**src/rtl/wb_hyperram_pkg.sv**
```systemverilog
// Shared types for the two-master HyperRAM Wishbone arbiter.
// State encoding, bus bundles and the default abort read data.
package wb_hyperram_pkg;

  typedef enum logic [2:0] {
    ST_IDLE,
    ST_GNT0,
    ST_GNT1,
    ST_ABORT0,
    ST_ABORT1
  } arb_state_e;

  typedef struct packed {
    logic        cyc;
    logic        stb;
    logic        we;
    logic [3:0]  sel;
    logic [31:0] adr;
    logic [31:0] dat;
  } wb_req_t;

  typedef struct packed {
    logic        ack;
    logic [31:0] dat;
  } wb_rsp_t;

  localparam logic [31:0] ABORT_DATA_DEF = 32'hDEAD_BEEF;

endpackage

```
**src/rtl/wb_hyperram_arbiter_timeout.sv**
```systemverilog
// Stall watchdog: counts strobe cycles without an ack.
// Expires when the count reaches the limit and the slave is still silent.
module wb_timeout_counter #(
  parameter int unsigned TIMEOUT_CYCLES = 255,
  parameter int unsigned TIMEOUT_W      = 8
) (
  input  logic clk_i,
  input  logic rst_i,
  input  logic start_i,
  input  logic stb_i,
  input  logic ack_i,
  output logic expired_o
);

  localparam logic [TIMEOUT_W-1:0] LIMIT = TIMEOUT_W'(TIMEOUT_CYCLES);
  localparam logic [TIMEOUT_W-1:0] ONE   = TIMEOUT_W'(1);

  logic [TIMEOUT_W-1:0] cnt_q, cnt_d;

  // Restart on a new grant, on any ack, or while no strobe is pending.
  always_comb begin
    cnt_d = cnt_q + ONE;
    if (start_i || !stb_i || ack_i) cnt_d = '0;
  end

  // Counter register.
  always_ff @(posedge clk_i or posedge rst_i) begin
    if (rst_i) cnt_q <= '0;
    else       cnt_q <= cnt_d;
  end

  assign expired_o = (cnt_q == LIMIT) && stb_i && !ack_i;

endmodule

```
**src/rtl/wb_hyperram_arbiter.sv**
```systemverilog
// Round-robin two-master Wishbone arbiter for the HyperRAM slave.
// Holds a grant for a whole cyc, aborts stalled strobes with a sticky flag.
module wb_hyperram_arbiter
  import wb_hyperram_pkg::*;
#(
  parameter int unsigned TIMEOUT_CYCLES = 255,
  parameter int unsigned TIMEOUT_W      = 8,
  parameter logic [31:0] ABORT_DATA     = ABORT_DATA_DEF
) (
  input  logic        wb_clk_i,
  input  logic        wb_rst_i,
  input  logic        m0_cyc_i,
  input  logic        m0_stb_i,
  input  logic        m0_we_i,
  input  logic [3:0]  m0_sel_i,
  input  logic [31:0] m0_adr_i,
  input  logic [31:0] m0_dat_i,
  output logic        m0_ack_o,
  output logic [31:0] m0_dat_o,
  input  logic        m1_cyc_i,
  input  logic        m1_stb_i,
  input  logic        m1_we_i,
  input  logic [3:0]  m1_sel_i,
  input  logic [31:0] m1_adr_i,
  input  logic [31:0] m1_dat_i,
  output logic        m1_ack_o,
  output logic [31:0] m1_dat_o,
  output logic        s_cyc_o,
  output logic        s_stb_o,
  output logic        s_we_o,
  output logic [3:0]  s_sel_o,
  output logic [31:0] s_adr_o,
  output logic [31:0] s_dat_o,
  input  logic        s_ack_i,
  input  logic [31:0] s_dat_i,
  output logic        timeout_flag_o,
  input  logic        timeout_clr_i,
  output logic [1:0]  grant_o
);

  arb_state_e state_q, state_d;
  logic       last_q, last_d;
  logic       flag_q, flag_d;
  logic       expired;
  logic       start;
  logic       set_flag;
  wb_req_t    m0_req, m1_req, s_req;
  wb_rsp_t    m0_rsp, m1_rsp;

  assign m0_req = '{m0_cyc_i, m0_stb_i, m0_we_i, m0_sel_i, m0_adr_i, m0_dat_i};
  assign m1_req = '{m1_cyc_i, m1_stb_i, m1_we_i, m1_sel_i, m1_adr_i, m1_dat_i};

  assign start = (state_d == ST_GNT0 && state_q != ST_GNT0)
              || (state_d == ST_GNT1 && state_q != ST_GNT1);

  wb_timeout_counter #(
    .TIMEOUT_CYCLES (TIMEOUT_CYCLES),
    .TIMEOUT_W      (TIMEOUT_W)
  ) u_tmo (
    .clk_i     (wb_clk_i),
    .rst_i     (wb_rst_i),
    .start_i   (start),
    .stb_i     (s_stb_o),
    .ack_i     (s_ack_i),
    .expired_o (expired)
  );

  // State, round-robin history and sticky timeout flag.
  always_ff @(posedge wb_clk_i or posedge wb_rst_i) begin
    if (wb_rst_i) begin
      state_q <= ST_IDLE;
      last_q  <= 1'b1;
      flag_q  <= 1'b0;
    end else begin
      state_q <= state_d;
      last_q  <= last_d;
      flag_q  <= flag_d;
    end
  end

  // Next state: arbitrate in IDLE, hold for the cyc, abort on stall.
  always_comb begin
    state_d = state_q;
    last_d  = last_q;
    unique case (state_q)
      ST_IDLE: begin
        if (m0_cyc_i && m1_cyc_i) state_d = last_q ? ST_GNT0 : ST_GNT1;
        else if (m0_cyc_i)        state_d = ST_GNT0;
        else if (m1_cyc_i)        state_d = ST_GNT1;
      end
      ST_GNT0: begin
        if (!m0_cyc_i) begin
          state_d = ST_IDLE;
          last_d  = 1'b0;
        end else if (expired) begin
          state_d = ST_ABORT0;
        end
      end
      ST_GNT1: begin
        if (!m1_cyc_i) begin
          state_d = ST_IDLE;
          last_d  = 1'b1;
        end else if (expired) begin
          state_d = ST_ABORT1;
        end
      end
      ST_ABORT0: begin
        state_d = m0_cyc_i ? ST_GNT0 : ST_IDLE;
        if (!m0_cyc_i) last_d = 1'b0;
      end
      ST_ABORT1: begin
        state_d = m1_cyc_i ? ST_GNT1 : ST_IDLE;
        if (!m1_cyc_i) last_d = 1'b1;
      end
      default: state_d = ST_IDLE;
    endcase
  end

  // Flag set wins over clear, whether the clear lands entering or in the abort.
  always_comb begin
    set_flag = (state_d == ST_ABORT0) || (state_d == ST_ABORT1)
            || (state_q == ST_ABORT0) || (state_q == ST_ABORT1);
    flag_d   = flag_q;
    if (timeout_clr_i) flag_d = 1'b0;
    if (set_flag)      flag_d = 1'b1;
  end

  // Output muxing: owner is passed through, abort answers locally.
  always_comb begin
    s_req   = '0;
    m0_rsp  = '0;
    m1_rsp  = '0;
    grant_o = 2'b00;
    unique case (state_q)
      ST_GNT0: begin
        s_req   = m0_req;
        m0_rsp  = '{s_ack_i, s_dat_i};
        grant_o = 2'b01;
      end
      ST_GNT1: begin
        s_req   = m1_req;
        m1_rsp  = '{s_ack_i, s_dat_i};
        grant_o = 2'b10;
      end
      ST_ABORT0: begin
        m0_rsp  = '{1'b1, ABORT_DATA};
        grant_o = 2'b01;
      end
      ST_ABORT1: begin
        m1_rsp  = '{1'b1, ABORT_DATA};
        grant_o = 2'b10;
      end
      default: ;
    endcase
  end

  assign s_cyc_o        = s_req.cyc;
  assign s_stb_o        = s_req.stb;
  assign s_we_o         = s_req.we;
  assign s_sel_o        = s_req.sel;
  assign s_adr_o        = s_req.adr;
  assign s_dat_o        = s_req.dat;
  assign m0_ack_o       = m0_rsp.ack;
  assign m0_dat_o       = m0_rsp.dat;
  assign m1_ack_o       = m1_rsp.ack;
  assign m1_dat_o       = m1_rsp.dat;
  assign timeout_flag_o = flag_q;

endmodule

```
**config.mk**
```make
export PLATFORM = sky130hd
export DESIGN_NAME = wb_hyperram_arbiter
export DESIGN_NICKNAME = d
export VERILOG_FILES = /design/src/rtl/wb_hyperram_pkg.sv /design/src/rtl/wb_hyperram_arbiter_timeout.sv /design/src/rtl/wb_hyperram_arbiter.sv
export SDC_FILE = /design/constraint.sdc
export NUM_CORES = 1
export LEC_CHECK = 0
export ABC_AREA = 0
export BUFFER_PORTS_ARGS = -buffer_cell sky130_fd_sc_hd__buf_2
export CELL_PAD_IN_SITES_DETAIL_PLACEMENT = 1
export CELL_PAD_IN_SITES_GLOBAL_PLACEMENT = 1
export CORE_ASPECT_RATIO = 1.4
export CORE_MARGIN = 8
export CORE_UTILIZATION = 16
export CTS_CLUSTER_DIAMETER = 60
export CTS_CLUSTER_SIZE = 10
export DETAILED_ROUTE_END_ITERATION = 6
export PLACE_DENSITY = 0.89
export SYNTH_ARGS = -nofsm -noshare
export SYNTH_HDL_FRONTEND = slang
export SYNTH_SLANG_ARGS = --single-unit
```
**constraint.sdc**
```tcl
create_clock -name wb_clk_i -period 2.5 [get_ports wb_clk_i]
set_clock_uncertainty 0.1 [all_clocks]
set_input_delay 0 -clock wb_clk_i [delete_from_list [all_inputs] [get_ports wb_clk_i]]
set_output_delay 0 -clock wb_clk_i [all_outputs]
set_load 0.01 [all_outputs]
```
# Yosys cells after proc, flatten, opt, wreduce, memory -nomap -nowiden
# Index checks and enable logic that the tools add are counted.
totals:
  n_memories: 0
  latch_bits: 0
  wordCells: 58
  reg_bits: 13
  out_inout_bits: 140
  ramBits: 0
  romBits: 0
op_classes:
  div_mod_pow: 0
  bitwise_logic: 0
  n_reduce_logical: 19
  magnitude_cmp: 0
  addsub: 1
  muxes: 21
  shift: 0
  multipliers: 0
  n_eq_ne: 13
op_table:
  columns: ["operator", "count"]
  rows:
  - ["71-bit one-hot mux with 2 select lines", 1]
  - ["33-bit one-hot mux with 2 select lines", 2]
  - ["3-bit two-way mux", 7]
  - ["3-bit one-hot mux with 5 select lines", 1]
  - ["3-bit by 2-bit == test with 1-bit output (second input constant)", 4]
  - ["8-bit by 1-bit adder with 8-bit output (second input constant)", 1]
  - ["8-bit == test (second input constant)", 1]
  - ["8-bit two-way mux", 1]
  - ["3-bit by 1-bit == test with 1-bit output (second input constant)", 2]
  - ["3-bit == test (second input constant)", 2]
  - ["1-bit logical OR", 6]
  - ["1-bit logical AND", 5]
  - ["1-bit two-way mux", 5]
  - ["2-bit two-way mux", 2]
  - ["2-bit inequality test (second input constant)", 2]
  - ["2-bit one-hot mux with 2 select lines", 1]
  - ["2-bit nonzero test", 2]
  - ["2-bit OR reduction", 2]
  - ["3-bit logical NOT", 1]
  - ["3-bit by 1-bit inequality test with 1-bit output (second input constant)", 1]
  - ["3-bit by 2-bit inequality test with 1-bit output (second input constant)", 1]
  - ["3-bit AND reduction", 1]
  - ["1-bit logical NOT", 2]
  - ["1-bit one-hot mux with 2 select lines", 1]

# Longest topological paths before layout
logic_depth:
  depth_word: 13
  mapped_depth: 6

# By module
# From an unflattened synthesis, not the netlist that was laid out.
unflattened:
  cells_unflattened: 269
  hier_area_um2: 1999.4
by_module_without_submodules:
  columns: ["mod", "n_inst", "area_each_um2", "cells_per_inst"]
  rows:
  - ["wb_hyperram_arbiter", 1, 1620.3, 231]
  - ["wb_timeout_counter", 1, 379.1, 38]

# Least setup slack after synthesis
# Ideal clock, no wire load.
synth_path:
  path_type: "register to register"
  start: "register state_q[1]"
  end: "register state_q[1]"
  path_stages_with_launch: 7
  n_path_buf: 2
  period_less_slack_ns: 2.074
  t_arrival_ns: 1.849
  setup_ns: 0.125
  path_slack_ns: 0.426
  cell_sequence: "dfrtp_1 -> buf_6 -> nand3b_1 -> a211o_1 -> buf_6 -> or4_4 -> mux2_4"
synth_between:
  elab_chain_len: 7
  elab_cells_between_ends: 16
  cone_classes: "4 x eq/ne; 9 x mux; 3 x reduce/logical"
synth_lines:
  columns: ["item", "line_no", "source"]
  rows:
  - ["start, declared", "wb_hyperram_arbiter.sv:41", "arb_state_e state_q, state_d;"]
  - ["start signal, assigned", "wb_hyperram_arbiter.sv:75", "state_q <= state_d;"]
  - ["3-bit by 2-bit == test with 1-bit output / 3-bit by 1-bit == test with 1-bit output (equally long branches)", "wb_hyperram_arbiter.sv:85, wb_hyperram_arbiter.sv:134", null]
  - ["71-bit one-hot mux with 2 select lines", "wb_hyperram_arbiter.sv:134", "unique case (state_q)"]
  - ["1-bit logical AND (2 in a row)", "wb_hyperram_arbiter_timeout.sv:32", "assign expired_o = (cnt_q == LIMIT) && stb_i && !ack_i;"]
  - ["3-bit two-way mux (on tied branches)", "wb_hyperram_arbiter.sv:103, wb_hyperram_arbiter.sv:95", null]
  - ["3-bit two-way mux (on tied branches)", "wb_hyperram_arbiter.sv:100, wb_hyperram_arbiter.sv:92", null]
  - ["3-bit one-hot mux with 5 select lines (*)", "wb_hyperram_arbiter.sv:85", "unique case (state_q)"]
  - ["via state_d[1]", "wb_hyperram_arbiter.sv:41", null]
# The timed path passes the listed nets; every way through them passes the cells marked *.
# A chain may end at the register's enable or synchronous reset.

# Worst setup path after layout
layout_path:
  start: "register state_q[1]"
  end: "output s_dat_o[13]"
layout_between:
  elab_chain_len: 2
  elab_cells_between_ends: 3
  cone_classes: "2 x eq/ne; 1 x mux"
layout_lines:
  columns: ["item", "line_no", "source"]
  rows:
  - ["3-bit by 2-bit == test with 1-bit output / 3-bit by 1-bit == test with 1-bit output (equally long branches)", "wb_hyperram_arbiter.sv:134", null]
  - ["71-bit one-hot mux with 2 select lines (*)", "wb_hyperram_arbiter.sv:134", null]
  - ["end, declared", "wb_hyperram_arbiter.sv:33", "output logic [31:0] s_dat_o,"]
# Every way passes the cells marked *; elsewhere a longest branch is shown, timed or not.

==> metrics.cfg <==
[timing]
setup_violations=0
fmax_mhz=442
post-route-period-util_pct=90.6
drv_slew=0
finalSetupTns_ns=0
fin_crit_ns=2.26
relSlewSlack_pct=52.8
finalHoldViolations=0
worst_pin_slew_ns=0.708
rsz0062_at_grt=false

[floorplanning]
dieArea_um2=15900
die_x_um=109
placementRows=47
die_y_um=146
io_pins=318
start_util_pct=16.4
fp.coreArea_um2=11800

[route]
vias=3385
via_per_inst=4.71
wl_per_cell_um=21.7
drc_errors=0
postRouteAntennaNets=0
route.final.wire_length_um=15600
first_iter_violations=175
firstDrtPassIters=4

[pwr]
power.leakage_nw=2.49
power_w=0.00176
powerDensity_nw_per_um2=467
vdd_drop_max_uv=431

[synthesis]
yosysMostFrequentCell=a22o_1
synth_ff_type=dfrtp_1
yosysSeqAreaShare_pct=16.9
syn_area_um2=1930
syn_nets=451
synth_common_cells=a22o_1 (70), nor2_1 (60), clkbuf_1 (27)
ys.warnings.count=0
yosysTopAreaCell=a22o_1
synth_cells=272
synth_edf_count=0
avgSynthCellArea_um2=7.11
ys_types=32
synthArstFlopShare_pct=100
synthTopCellsByArea=a22o_1 (32%), dfrtp_1 (16%), nor2_1 (12%), a21o_1 (9.7%), clkbuf_1 (5.2%)
synth_seq_cells=13
synth_top_area_share_pct=31.7

[setup_path]
worst_ep_required_time_ns=2.40
crit_type=reg2out
critPathArrivalTime_ns=2.16
cp-end-kind=output port
crit_fanout=49
cp-start-kind=flip-flop
rrSetupSlack_ns=0.38
reg2reg_depth=4

[cts]
cts_tree=done
cts.sinks=13
cts-root-buf=clkbuf_16
clk_pin_slew_ns=0.05
cts-resized-gates=0
clk_path_buf_depth=2
htree_num_levels=1
clock_latency_ns=0.24
post-cts-setup-buffers=0
cts_hold_buf=3
cts_buffers=3

[job]
maxCapViolCount=0

[global_route]
gr-total-overflow=0
grt_use_total_pct=18.0
grt_max_degree=71
met1_usage_pct=17.6
grt_pass1_wl_um=21800
antenna_found_initial=0
gr-max-usage-layer=met2
grt_pass1_vias=3648
grtUsageMet3_pct=12.0
use_met2_pct=30.8

[min_path]
holdPathStages=3
hold_path_class=in2reg

[final_layout]
diodes=0
syn_to_final_growth_pct=94.2
num-fill-cells=1560
finalInstanceArea_um2=3760
regArea_um2=327
final_nets=751
drive_above_1_share_pct=58.5
multi_input_area_um2=1460

[placement]
place.port_buffers=317
place_area_um2=3650
gp_congestion=0.864
hpwlAfterDp_um=13200

[status]
run_status=finished clean

kinds of logic after synthesis:
kind of cell | after synthesis | share of synthesized area, %
buf+inv | 39 | 8.34
fa+ha+maj | 1 | 0.647
xor+xnor | 5 | 2.26
mux | 1 | 0.776
compound gates | 111 | 46.3
flops | 13 | 16.9
simple gates | 102 | 24.8
critical path: stages (launching register included):
cell and delay [ns]:
dfrtp_1 0.40, buf_4 0.36, nand2b_1 0.18, nor2_4 0.14, buf_4 0.42, a22o_1 0.23
buf_2 0.14
state kept, by name, indices dropped and copies added (netlist names):
register and flops:
last_q 1, state_q 3, timeout_flag_o 1, u_tmo.cnt_q 8
metal layers:
layer / routed length [um] / part of all wire (%)
met2: 7480 / 48
met5: 0 / 0
met3: 2780 / 18
met1: 5170 / 33
met4: 158 / 1.0
power breakdown:
group	internal, W	switching, W	leakage [nW]
combinational	0.000521	0.000683	2.28
clock	0.000215	0.0000920	0.0382
sequential	0.000229	0.0000150	0.174
total	0.000966	0.000790	2.49
cell type report:
class / count / area share [%]
timing repair buffer: 328 / 45.0
inverter: 6 / 0.600
clock buffer: 4 / 2.10
sequential: 13 / 8.69
multi-input combinational: 220 / 38.7
tap: 147 / 4.90
stage by stage:
| stage | setup slack [ns] | util (%) | hold slack, ns | cells |
|---|---|---|---|---|
| 4_1_cts | 0.236 | 31.8 | 0.0250 | 718 |
| 5_1_grt | 0.0666 | 31.8 | 0.0405 | 718 |
| 6_report | 0.235 | 31.8 | 0.0205 | 718 |
| 3_3_place_gp | 0.443 | 30.9 | -0.0612 | 711 |
| 2_1_floorplan | 0.426 | - | -0.224 | 272 |
| 3_5_place_dp | 0.405 | 30.9 | -0.0534 | 711 |
path summary, 6_finish.rpt:
check | startpoint | to
min in group asynchronous | wb_rst_i | u_tmo.cnt_q[5]$_DFF_PP0_
worst min register to register | u_tmo.cnt_q[0]$_DFF_PP0_ | u_tmo.cnt_q[0]$_DFF_PP0_
worst max-delay path | state_q[1]$_DFF_PP0_ | s_dat_o[13]
worst max register to register | state_q[0]$_DFF_PP0_ | state_q[1]$_DFF_PP0_
max in group asynchronous | wb_rst_i | last_q$_DFFE_PP1P_
worst min-delay path | m0_cyc_i | last_q$_DFFE_PP1P_
cell usage in the layout, fill, tap and decap left out, types with 2 or more instances in the layout:
cell type / netlist / final
nor2_1: 60 / 59
dfrtp_1: 12 / 12
xor2_1: 3 / 3
nand2b_1: 2 / 2
a31oi_1: 2 / 2
o21ai_0: 4 / 4
dlygate4sd3_1: 0 / 3
buf_2: 0 / 317
xnor2_1: 2 / 2
nand3b_1: 5 / 5
and3_1: 8 / 8
nand2_1: 6 / 6
clkbuf_16: 0 / 3
a21o_1: 25 / 25
nand3_1: 3 / 3
and2_1: 10 / 9
nor2b_1: 2 / 2
a22o_1: 70 / 70
or3_1: 2 / 2
a21oi_1: 6 / 6
inv_1: 6 / 6
buf_4: 0 / 7
Note: power is estimated with default switching activity, not from simulation.
